## src/rtl/clock_pkg.sv

```systemverilog
// Shared definitions for the clock's piezo sound engine: note codes, tone limits,
// the alarm melody ROM, the player state encoding and the song indicator encoding.
package clock_pkg;

   typedef enum logic [2:0] {
      NOTE_REST = 3'd0,
      NOTE_HI   = 3'd1,
      NOTE_MI   = 3'd2,
      NOTE_RE   = 3'd3,
      NOTE_DO   = 3'd4
   } note_t;

   typedef enum logic [2:0] {
      ST_IDLE,
      ST_A_TONE,
      ST_A_GAP,
      ST_A_MUTE,
      ST_T_TONE,
      ST_T_GAP
   } state_t;

   typedef enum logic [1:0] {
      SONG_NONE  = 2'd0,
      SONG_ALARM = 2'd1,
      SONG_TIMER = 2'd2,
      SONG_MUTED = 2'd3
   } song_t;

   // Half-period of a note is limit+1 cycles, giving 500/(limit+1) Hz at 1 kHz.
   function automatic logic [1:0] tone_limit(input note_t note);
      logic [1:0] limit;
      limit = 2'd0;
      case (note)
         NOTE_HI: limit = 2'd0;
         NOTE_MI: limit = 2'd1;
         NOTE_RE: limit = 2'd2;
         NOTE_DO: limit = 2'd3;
         default: limit = 2'd0;
      endcase
      return limit;
   endfunction

   function automatic note_t melody_note(input logic [4:0] idx);
      note_t n;
      n = NOTE_REST;
      case (idx)
         5'd0, 5'd4, 5'd5, 5'd6, 5'd10, 5'd11, 5'd12, 5'd13,
         5'd17, 5'd18, 5'd19, 5'd22:                     n = NOTE_MI;
         5'd1, 5'd3, 5'd7, 5'd8, 5'd9, 5'd14, 5'd16,
         5'd20, 5'd21, 5'd23:                            n = NOTE_RE;
         5'd2, 5'd15, 5'd24:                             n = NOTE_DO;
         default:                                        n = NOTE_REST;
      endcase
      return n;
   endfunction

endpackage

```

## src/rtl/piezo_tone_gen.sv

```systemverilog
// Square-wave generator for the piezo pin: toggles every tone_limit+1 cycles while a
// note is selected, and is forced low and restarted on REST or a new phase.
module piezo_tone_gen
   import clock_pkg::*;
(
   input  logic  clk_1k,
   input  logic  rst_n,
   input  note_t note,
   input  logic  phase_start,
   output logic  piezo
);

   logic [1:0] tone_cnt_reg, tone_cnt_next;
   logic       piezo_reg, piezo_next;
   logic [1:0] limit;

   assign limit = tone_limit(note);

   always_ff @(posedge clk_1k or negedge rst_n) begin
      if (!rst_n) begin
         tone_cnt_reg <= 2'd0;
         piezo_reg    <= 1'b0;
      end else begin
         tone_cnt_reg <= tone_cnt_next;
         piezo_reg    <= piezo_next;
      end
   end

   // note and phase_start describe the phase that begins after this edge.
   always_comb begin
      tone_cnt_next = tone_cnt_reg;
      piezo_next    = piezo_reg;
      if (phase_start || note == NOTE_REST) begin
         tone_cnt_next = 2'd0;
         piezo_next    = 1'b0;
      end else if (tone_cnt_reg == limit) begin
         tone_cnt_next = 2'd0;
         piezo_next    = ~piezo_reg;
      end else begin
         tone_cnt_next = tone_cnt_reg + 2'd1;
      end
   end

   assign piezo = piezo_reg;

endmodule

```

## src/rtl/piezo_melody_player.sv

```systemverilog
// Arbitrated piezo engine: plays the alarm melody while the alarm rings and a short
// beep burst when the timer expires; the alarm always preempts the timer burst.
module piezo_melody_player
   import clock_pkg::*;
#(
   parameter int MELODY_LEN = 25,
   parameter int NOTE_MS    = 500,
   parameter int BEEP_MS    = 250,
   parameter int BEEP_COUNT = 3
) (
   input  logic       clk_1k,
   input  logic       rst_n,
   input  logic       alarm_ring,
   input  logic       timer_done,
   input  logic       stop,
   output logic       piezo,
   output logic       busy,
   output logic [1:0] song,
   output logic [4:0] note_idx
);

   localparam int MAX_MS = (NOTE_MS > BEEP_MS) ? NOTE_MS : BEEP_MS;
   localparam int CNT_W  = $clog2(MAX_MS + 1);
   localparam int BEEP_W = $clog2(BEEP_COUNT + 1);
   localparam logic [CNT_W-1:0]  NOTE_LAST  = CNT_W'(NOTE_MS - 1);
   localparam logic [CNT_W-1:0]  BEEP_LAST  = CNT_W'(BEEP_MS - 1);
   localparam logic [BEEP_W-1:0] BEEP_TOTAL = BEEP_W'(BEEP_COUNT);
   localparam logic [4:0]        IDX_LAST   = 5'(MELODY_LEN - 1);

   state_t            state_reg, state_next;
   logic [CNT_W-1:0]  cnt_reg, cnt_next;
   logic [4:0]        idx_reg, idx_next;
   logic [BEEP_W-1:0] beep_reg, beep_next, beep_inc;
   logic              note_done, beep_done, phase_start, timed;
   note_t             note_sel;
   song_t             song_sel;

   assign note_done = (cnt_reg == NOTE_LAST);
   assign beep_done = (cnt_reg == BEEP_LAST);
   assign beep_inc  = beep_reg + BEEP_W'(1);
   assign timed     = (state_reg == ST_A_TONE) || (state_reg == ST_A_GAP) ||
                      (state_reg == ST_T_TONE) || (state_reg == ST_T_GAP);

   always_ff @(posedge clk_1k or negedge rst_n) begin
      if (!rst_n) begin
         state_reg <= ST_IDLE;
         cnt_reg   <= '0;
         idx_reg   <= '0;
         beep_reg  <= '0;
      end else begin
         state_reg <= state_next;
         cnt_reg   <= cnt_next;
         idx_reg   <= idx_next;
         beep_reg  <= beep_next;
      end
   end

   always_comb begin
      state_next = state_reg;
      idx_next   = idx_reg;
      beep_next  = beep_reg;
      case (state_reg)
         ST_IDLE: begin
            idx_next  = '0;
            beep_next = '0;
            if (alarm_ring)      state_next = ST_A_TONE;
            else if (timer_done) state_next = ST_T_TONE;
         end
         ST_A_TONE: begin
            if (!alarm_ring)     state_next = ST_IDLE;
            else if (stop)       state_next = ST_A_MUTE;
            else if (note_done)  state_next = ST_A_GAP;
         end
         ST_A_GAP: begin
            if (!alarm_ring)     state_next = ST_IDLE;
            else if (stop)       state_next = ST_A_MUTE;
            else if (note_done) begin
               state_next = ST_A_TONE;
               idx_next   = (idx_reg == IDX_LAST) ? 5'd0 : idx_reg + 5'd1;
            end
         end
         ST_A_MUTE: begin
            if (!alarm_ring)     state_next = ST_IDLE;
         end
         ST_T_TONE: begin
            if (alarm_ring) begin
               state_next = ST_A_TONE;
               idx_next   = '0;
            end else if (stop)   state_next = ST_IDLE;
            else if (beep_done)  state_next = ST_T_GAP;
         end
         ST_T_GAP: begin
            if (alarm_ring) begin
               state_next = ST_A_TONE;
               idx_next   = '0;
            end else if (stop)   state_next = ST_IDLE;
            else if (beep_done) begin
               beep_next  = beep_inc;
               state_next = (beep_inc == BEEP_TOTAL) ? ST_IDLE : ST_T_TONE;
            end
         end
         default: state_next = ST_IDLE;
      endcase

      // Every phase in this machine is a distinct state, so a state change marks entry.
      phase_start = (state_next != state_reg);
      if (phase_start || !timed) cnt_next = '0;
      else                       cnt_next = cnt_reg + CNT_W'(1);
   end

   always_comb begin
      busy     = (state_reg != ST_IDLE);
      song_sel = SONG_NONE;
      note_idx = 5'd0;
      case (state_reg)
         ST_A_TONE, ST_A_GAP: begin
            song_sel = SONG_ALARM;
            note_idx = idx_reg;
         end
         ST_A_MUTE: begin
            song_sel = SONG_MUTED;
            note_idx = idx_reg;
         end
         ST_T_TONE, ST_T_GAP: song_sel = SONG_TIMER;
         default:             song_sel = SONG_NONE;
      endcase
      song = song_sel;

      case (state_next)
         ST_A_TONE: note_sel = melody_note(idx_next);
         ST_T_TONE: note_sel = NOTE_HI;
         default:   note_sel = NOTE_REST;
      endcase
   end

   piezo_tone_gen u_tone_gen (
      .clk_1k      (clk_1k),
      .rst_n       (rst_n),
      .note        (note_sel),
      .phase_start (phase_start),
      .piezo       (piezo)
   );

endmodule
```

## config.mk

```make
export PLATFORM = sky130hd
export DESIGN_NAME = piezo_melody_player
export DESIGN_NICKNAME = d
export VERILOG_FILES = /design/src/rtl/clock_pkg.sv /design/src/rtl/piezo_tone_gen.sv /design/src/rtl/piezo_melody_player.sv
export SDC_FILE = /design/constraint.sdc
export NUM_CORES = 1
export LEC_CHECK = 0
export CAP_MARGIN = 15
export CORE_ASPECT_RATIO = 1.4
export CORE_UTILIZATION = 51
export DETAILED_ROUTE_END_ITERATION = 8
export GPL_ROUTABILITY_DRIVEN = 0
export HOLD_SLACK_MARGIN = 0.1
export PLACE_DENSITY = 0.83
export SLEW_MARGIN = 20
export SYNTH_ARGS = -nofsm -noshare
export SYNTH_HDL_FRONTEND = slang
export SYNTH_SLANG_ARGS = --single-unit
```

## constraint.sdc

```tcl
create_clock -name clk_1k -period 4.1 [get_ports clk_1k]
set_input_delay 0.82 -clock clk_1k [delete_from_list [all_inputs] [get_ports clk_1k]]
set_output_delay 0.82 -clock clk_1k [all_outputs]
set_load 0.05 [all_outputs]
```

-- Word level (Yosys, flattened, before mapping)
Memories as Yosys holds them, arrays and structs flattened.
Cells that the tools add are included.
- reduce and logical (&&, ||, !) cells: 15
- mux-type cells: 36
- equality and inequality tests: 19
- add/sub/neg operators: 4
- bitwise logic cells: 1
- operators by type and width (operator ; number):
    3-bit 2-to-1 mux ; 16
    5-bit 2-to-1 mux ; 6
    3-bit case mux with 6 select lines ; 1
    5-bit case mux with 3 select lines ; 1
    3-bit by 2-bit == test with 1-bit output (second input constant) ; 4
    3-bit == test (second input constant) ; 4
    2-bit case mux with 3 select lines ; 2
    2-bit 2-to-1 mux ; 5
    9-bit by 1-bit adder with 9-bit output (second input constant) ; 1
    9-bit by 8-bit == test with 1-bit output (second input constant) ; 1
    9-bit == test (second input constant) ; 1
    9-bit 2-to-1 mux ; 1
    3-bit by 1-bit == test with 1-bit output (second input constant) ; 2
    3-bit zero test ; 2
    2-bit != test (second input constant) ; 3
    3-bit case mux with 2 select lines ; 1
    5-bit by 1-bit adder with 5-bit output (second input constant) ; 1
    5-bit == test (second input constant) ; 1
    1-bit logical OR ; 5
    2-bit by 1-bit adder with 2-bit output (second input constant) ; 2
    2-bit case mux with 2 select lines ; 1
    4-bit AND reduction ; 1
    2-bit nonzero test ; 2
    2-bit OR reduction ; 2
    other kinds (8) ; 9
- register bits after elaboration: 22
- bits of input ports: 5
- memories: 1
- memory bits (read-only): 96
- word-level logic and storage cells: 82
- output and inout bits: 9
- memories (memory ; words ; width ; rd ports ; clocked after memory_dff ; write ports ; line ; RTL):
    (name not given) ; 32 ; 3 ; 1 ; 0 ; 0 ; clock_pkg.sv:46 ; case (idx)

-- Logic depth before layout (Yosys ltp)
- depth in word-level cells: 14
- depth in mapped cells: 13
- mapped depth without buffers: 13

-- Modules after synthesis
Synthesis repeated with hierarchy kept, for this count alone.
- cells, all modules: 204
- area, all modules: 1757.9 µm²
- by module, submodules not included (module ; instances ; cells an instance ; area an instance (µm²) ; seq. area each (µm²)):
    piezo_melody_player ; 1 ; 178 ; 1530.2 ; 475.5
    piezo_tone_gen ; 1 ; 26 ; 227.7 ; 75.1

-- Least setup slack after synthesis
Ideal clock, no wire load.
- kind: input -> register
- from: in stop
- to: reg u_tone_gen.piezo_reg, in the netlist u_tone_gen.piezo
- slack: 0.709 ns
- data required time: 3.975 ns
- data arrival time: 3.266 ns
- stages: 11
- path through: nand4bb_4 nor4_4 nor2_2 a221o_1 buf_6 or3_1 a2111oi_0 nor2_1 and4b_1 a211o_2 mux2_4
- word-level cells in the longest chain between the ends: 9
- RTL lines (element ; line ; RTL):
    start: declaration ; piezo_melody_player.sv:15 ; input logic stop,
    5-bit 2-to-1 mux (*) ; piezo_melody_player.sv:76 ; else if (stop) state_next = ST_A_MUTE;
    5-bit 2-to-1 mux (*) ; piezo_melody_player.sv:75 ; if (!alarm_ring) state_next = ST_IDLE;
    5-bit case mux with 3 select lines (*) ; piezo_melody_player.sv:62 ; case (state_reg)
    net idx_next[1] ; piezo_melody_player.sv:32 ; logic [4:0] idx_reg, idx_next;
    memory 32 x 3 bit (*) ; -- ;
    3-bit case mux with 2 select lines (*) ; piezo_melody_player.sv:129 ; case (state_next)
    3-bit == test / 3-bit by 2-bit == test with 1-bit output (equally long branches) ; clock_pkg.sv:33 ; case (note)
    2-bit case mux with 3 select lines ; clock_pkg.sv:33 ;
    2-bit == test ; piezo_tone_gen.sv:36 ; end else if (tone_cnt_reg == limit) begin
    2-bit nonzero test (no line) ; -- ;
    end signal: assignment ; piezo_tone_gen.sv:25 ; piezo_reg <= piezo_next;
    end: declaration ; piezo_tone_gen.sv:14 ; logic piezo_reg, piezo_next;
Mark *: on every way through the listed nets, which the timed path passes. The rest lies on a longest branch.
A chain may end at the register's enable or synchronous reset.

-- Worst setup path in the final report
- from: in stop
- to: reg u_tone_gen.piezo_reg, in the netlist u_tone_gen.piezo
- word-level cells in the longest chain between the ends: 9
- RTL lines (element ; line):
    5-bit 2-to-1 mux, or another cell as far along ; piezo_melody_player.sv:76
    5-bit 2-to-1 mux, or another cell as far along ; piezo_melody_player.sv:75
    5-bit case mux with 3 select lines / 3-bit case mux with 6 select lines (equally long branches) ; piezo_melody_player.sv:62
    memory 32 x 3 bit, or another cell as far along ; --
    3-bit case mux with 2 select lines ; piezo_melody_player.sv:129
    3-bit == test / 3-bit by 2-bit == test with 1-bit output (equally long branches) ; clock_pkg.sv:33
    2-bit case mux with 3 select lines ; clock_pkg.sv:33
    2-bit == test ; piezo_tone_gen.sv:36
    2-bit nonzero test (no line) ; --
Parallel ways exist; a longest one is shown, timed or not.

==> out/summary.txt <==
Hold Fails Final Rpt: 0
Antenna Cells: 0
Fin. max-slew vios: 0
Die height: 69.5 um
Flip-flop count of the largest register after layout: 9
WP data arrival: 3.90 ns
Initial detailed-routing violation count: 66
TNS Setup: 0 ns
Initial antenna violation count: 0
CTS sink count: 22
Final Non-Filler Cells: 244
CP Class: primary input to register
Num CTS Buffers: 3
Area Growth Syn to Fin: 12.5%
Least-Margin Pin Slew: 0.504 ns
Startpoint Class: primary input
DRC viols: 0
Vias in the first global route: 1348
First-pass GRT wire length: 5.96 mm
Max_slew headroom: 66.4%
Vias/cell: 6.07
Critical Path Fanout Max: 5
Clock Tree Root: clkbuf_8
Worst Setup End Kind: register
Clock slew at reported path FFs: 0.08 ns
Max clock buf depth: 2
Yosys reg bits: 22
P per Cell Area: 262 nW/um^2
Synth async-reset ratio: 100%
IO Pins: 14
Synth Instances: 192
Status: finished, final reports clean
Final Skew: 0.00774 ns
Postcts setup bufs: 0
Chip width: 50.2 um
Syn_nets: 202
Fmax: 0.267 GHz
RSZ-0062 raised after global routing: false
Drt wl/cell: 14.3 um
HPWL Detailed: 2.58 mm
Synth cell types: 58
Max Cap Violations: 0
Gr ovfl total: 0
Mean Syn Cell Area: 8.63 sq um
Period Utilization, post-route: 91.2%
Proportion of layout cells with a drive suffix above 1: 10.7%
Starting Density: 53.6%
First-pass DRT Iterations: 5
Ys flop type: dfrtp_1
CTS tree: done
Routed WL: 3.50 mm
HP Class: register to register
PortBufs: 13
Worst skew pair latency: 0.26 ns
Yosys warns: 0
H-Tree Depth: 1
CTS resizes: 0
P_leak: 0.758 nW
Register area share after synthesis: 33.2%
Synth area leaders: dfrtp_1 (33%), nor2_1 (5.4%), nand2_1 (4.1%)
Max VDD drop: 0.234 mV
Pin count of the biggest net entering global routing: 23
Synth Cell Area: 1660 sq um
Setup-failing EPs final: 0
Routed Antenna Nets: 0
Post-synth EDFFs: 0
Synth top area share: 33.2%
# placed instances: 241
Global-route usage over all layers: 21.9%
Worst Path Required: 4.26 ns
Row count: 24
Detailed-route via count: 1482
Core ar.: 3090 sq um
Post-CTS Hold Fix Bufs: 0
Cell accounting for the most synthesized area: dfrtp_1
Fin crit period: 3.74 ns
Die area: 3490 sq um
Final nets: 217
cell usage in the layout (no fill, tap or decap), types with 2 or more instances in the layout:
cell type and instances:
nand3_1 7, a21o_1 3, a221o_1 2, o31ai_1 2, clkdlybuf4s50_1 12, or3_1 3, nor2_1 24, nand4_1 2
a21oi_1 4, nor4_4 2, dfrtp_1 22, a311oi_1 2, inv_1 13, o311a_1 2, xnor2_1 7, nand2b_1 2
nand2_1 18, ha_1 5, inv_2 2, nor3_1 8, nor3b_1 2, clkbuf_8 3, nor2b_1 6, buf_4 4
and2_1 5, nor4_1 4, nand4bb_1 2, o211ai_1 2, a31oi_1 2, o21ai_0 5
cell families (layout without fill, tap and decap cells):
| family | Yosys count | after routing | share of synthesized area (%) |
|---|---|---|---|
| AND/OR/NAND/NOR | 95 | 95 | 33.7 |
| XOR/XNOR | 8 | 8 | 4.23 |
| flip-flops | 22 | 22 | 33.2 |
| adder cells (fa/ha/maj) | 5 | 5 | 3.77 |
| multiplexers | 2 | 2 | 1.58 |
| AO/OA/AOI/OAI | 38 | 38 | 17.8 |
| buffers and inverters | 22 | 35 | 5.74 |
through the flow:
| stage | area [sq um] | util, % | total power (W) | hold WS (ns) | setup WS (ns) |
|---|---|---|---|---|---|
| 6_report | 1860 | 60.3 | 0.000489 | 0.498 | 0.361 |
| 3_3_place_gp | 1830 | 59.1 | 0.000355 | 0.464 | 0.196 |
| 3_5_place_dp | 1830 | 59.1 | 0.000357 | 0.488 | 0.0635 |
| 5_1_grt | 1860 | 60.3 | 0.000509 | 0.546 | 0.126 |
| 4_1_cts | 1870 | 60.4 | 0.000491 | 0.505 | 0.357 |
| 2_1_floorplan | 1660 | - | 0.000319 | 0.453 | 0.709 |
per-layer routing:
layer | vias to the layer above | GRT usage (%) | wire length [um]
met3 | 12 | 2.41 | 120
met1 | 707 | 26.1 | 1480
met5 | - | 0 | 0
met2 | 40 | 38.2 | 1800
met4 | 0 | 9.84 | 90
li1 | 723 | - | -
cell type report:
class                   instances  area [sq um]
well taps                      39          48.8
fillers                       298          1230
multi-input cells             148          1010
repair buffers                 17           155
flip-flops and latches         22           551
clock buffers                   3          41.3
inverters                      15          56.3
Yosys cell counts, types with 3 or more instances:
library cell and number:
nor2b_1 6, dfrtp_1 22, nor4_1 4, o21ai_0 5, ha_1 5, nand3_1 7
nor2_1 24, xnor2_1 7, a21o_1 3, inv_1 13, clkbuf_1 4, or3_1 3
nand2_1 18, nor3_1 8, a21oi_1 4, and2_1 5
power by group:
| part | total, W | leakage [nW] | internal (W) | switching (W) |
|---|---|---|---|---|
| logic | 0.000116 | 0.434 | 0.0000441 | 0.0000720 |
| clock network | 0.000136 | 0.0216 | 0.0000657 | 0.0000703 |
| registers | 0.000237 | 0.303 | 0.000224 | 0.0000130 |
| total | 0.000489 | 0.758 | 0.000334 | 0.000155 |
worst paths after layout:
check,start,end,slack [ns],depth (start not counted)
setup / recovery,stop,u_tone_gen.piezo,0.36,11
hold / removal,beep_reg[1],beep_reg[1],0.50,2
hold reg to reg,beep_reg[1],beep_reg[1],0.50,2
setup reg to reg,cnt_reg[5],u_tone_gen.piezo,0.69,10
min in group asynchronous,rst_n,state_reg[2],0.51,1
max in group asynchronous,rst_n,cnt_reg[3],3.24,1
critical path, cell delays in order:
cell,delay (ns)
clkdlybuf4s50_1,0.42
nand4bb_4,0.27
nor4_4,0.30
nor2_2,0.08
a221o_1,0.44
or3_1,0.39
a2111oi_0,0.38
nor2_1,0.11
and4b_1,0.26
a211o_2,0.13
mux2_4,0.29
(Power assumes the default switching activity.)
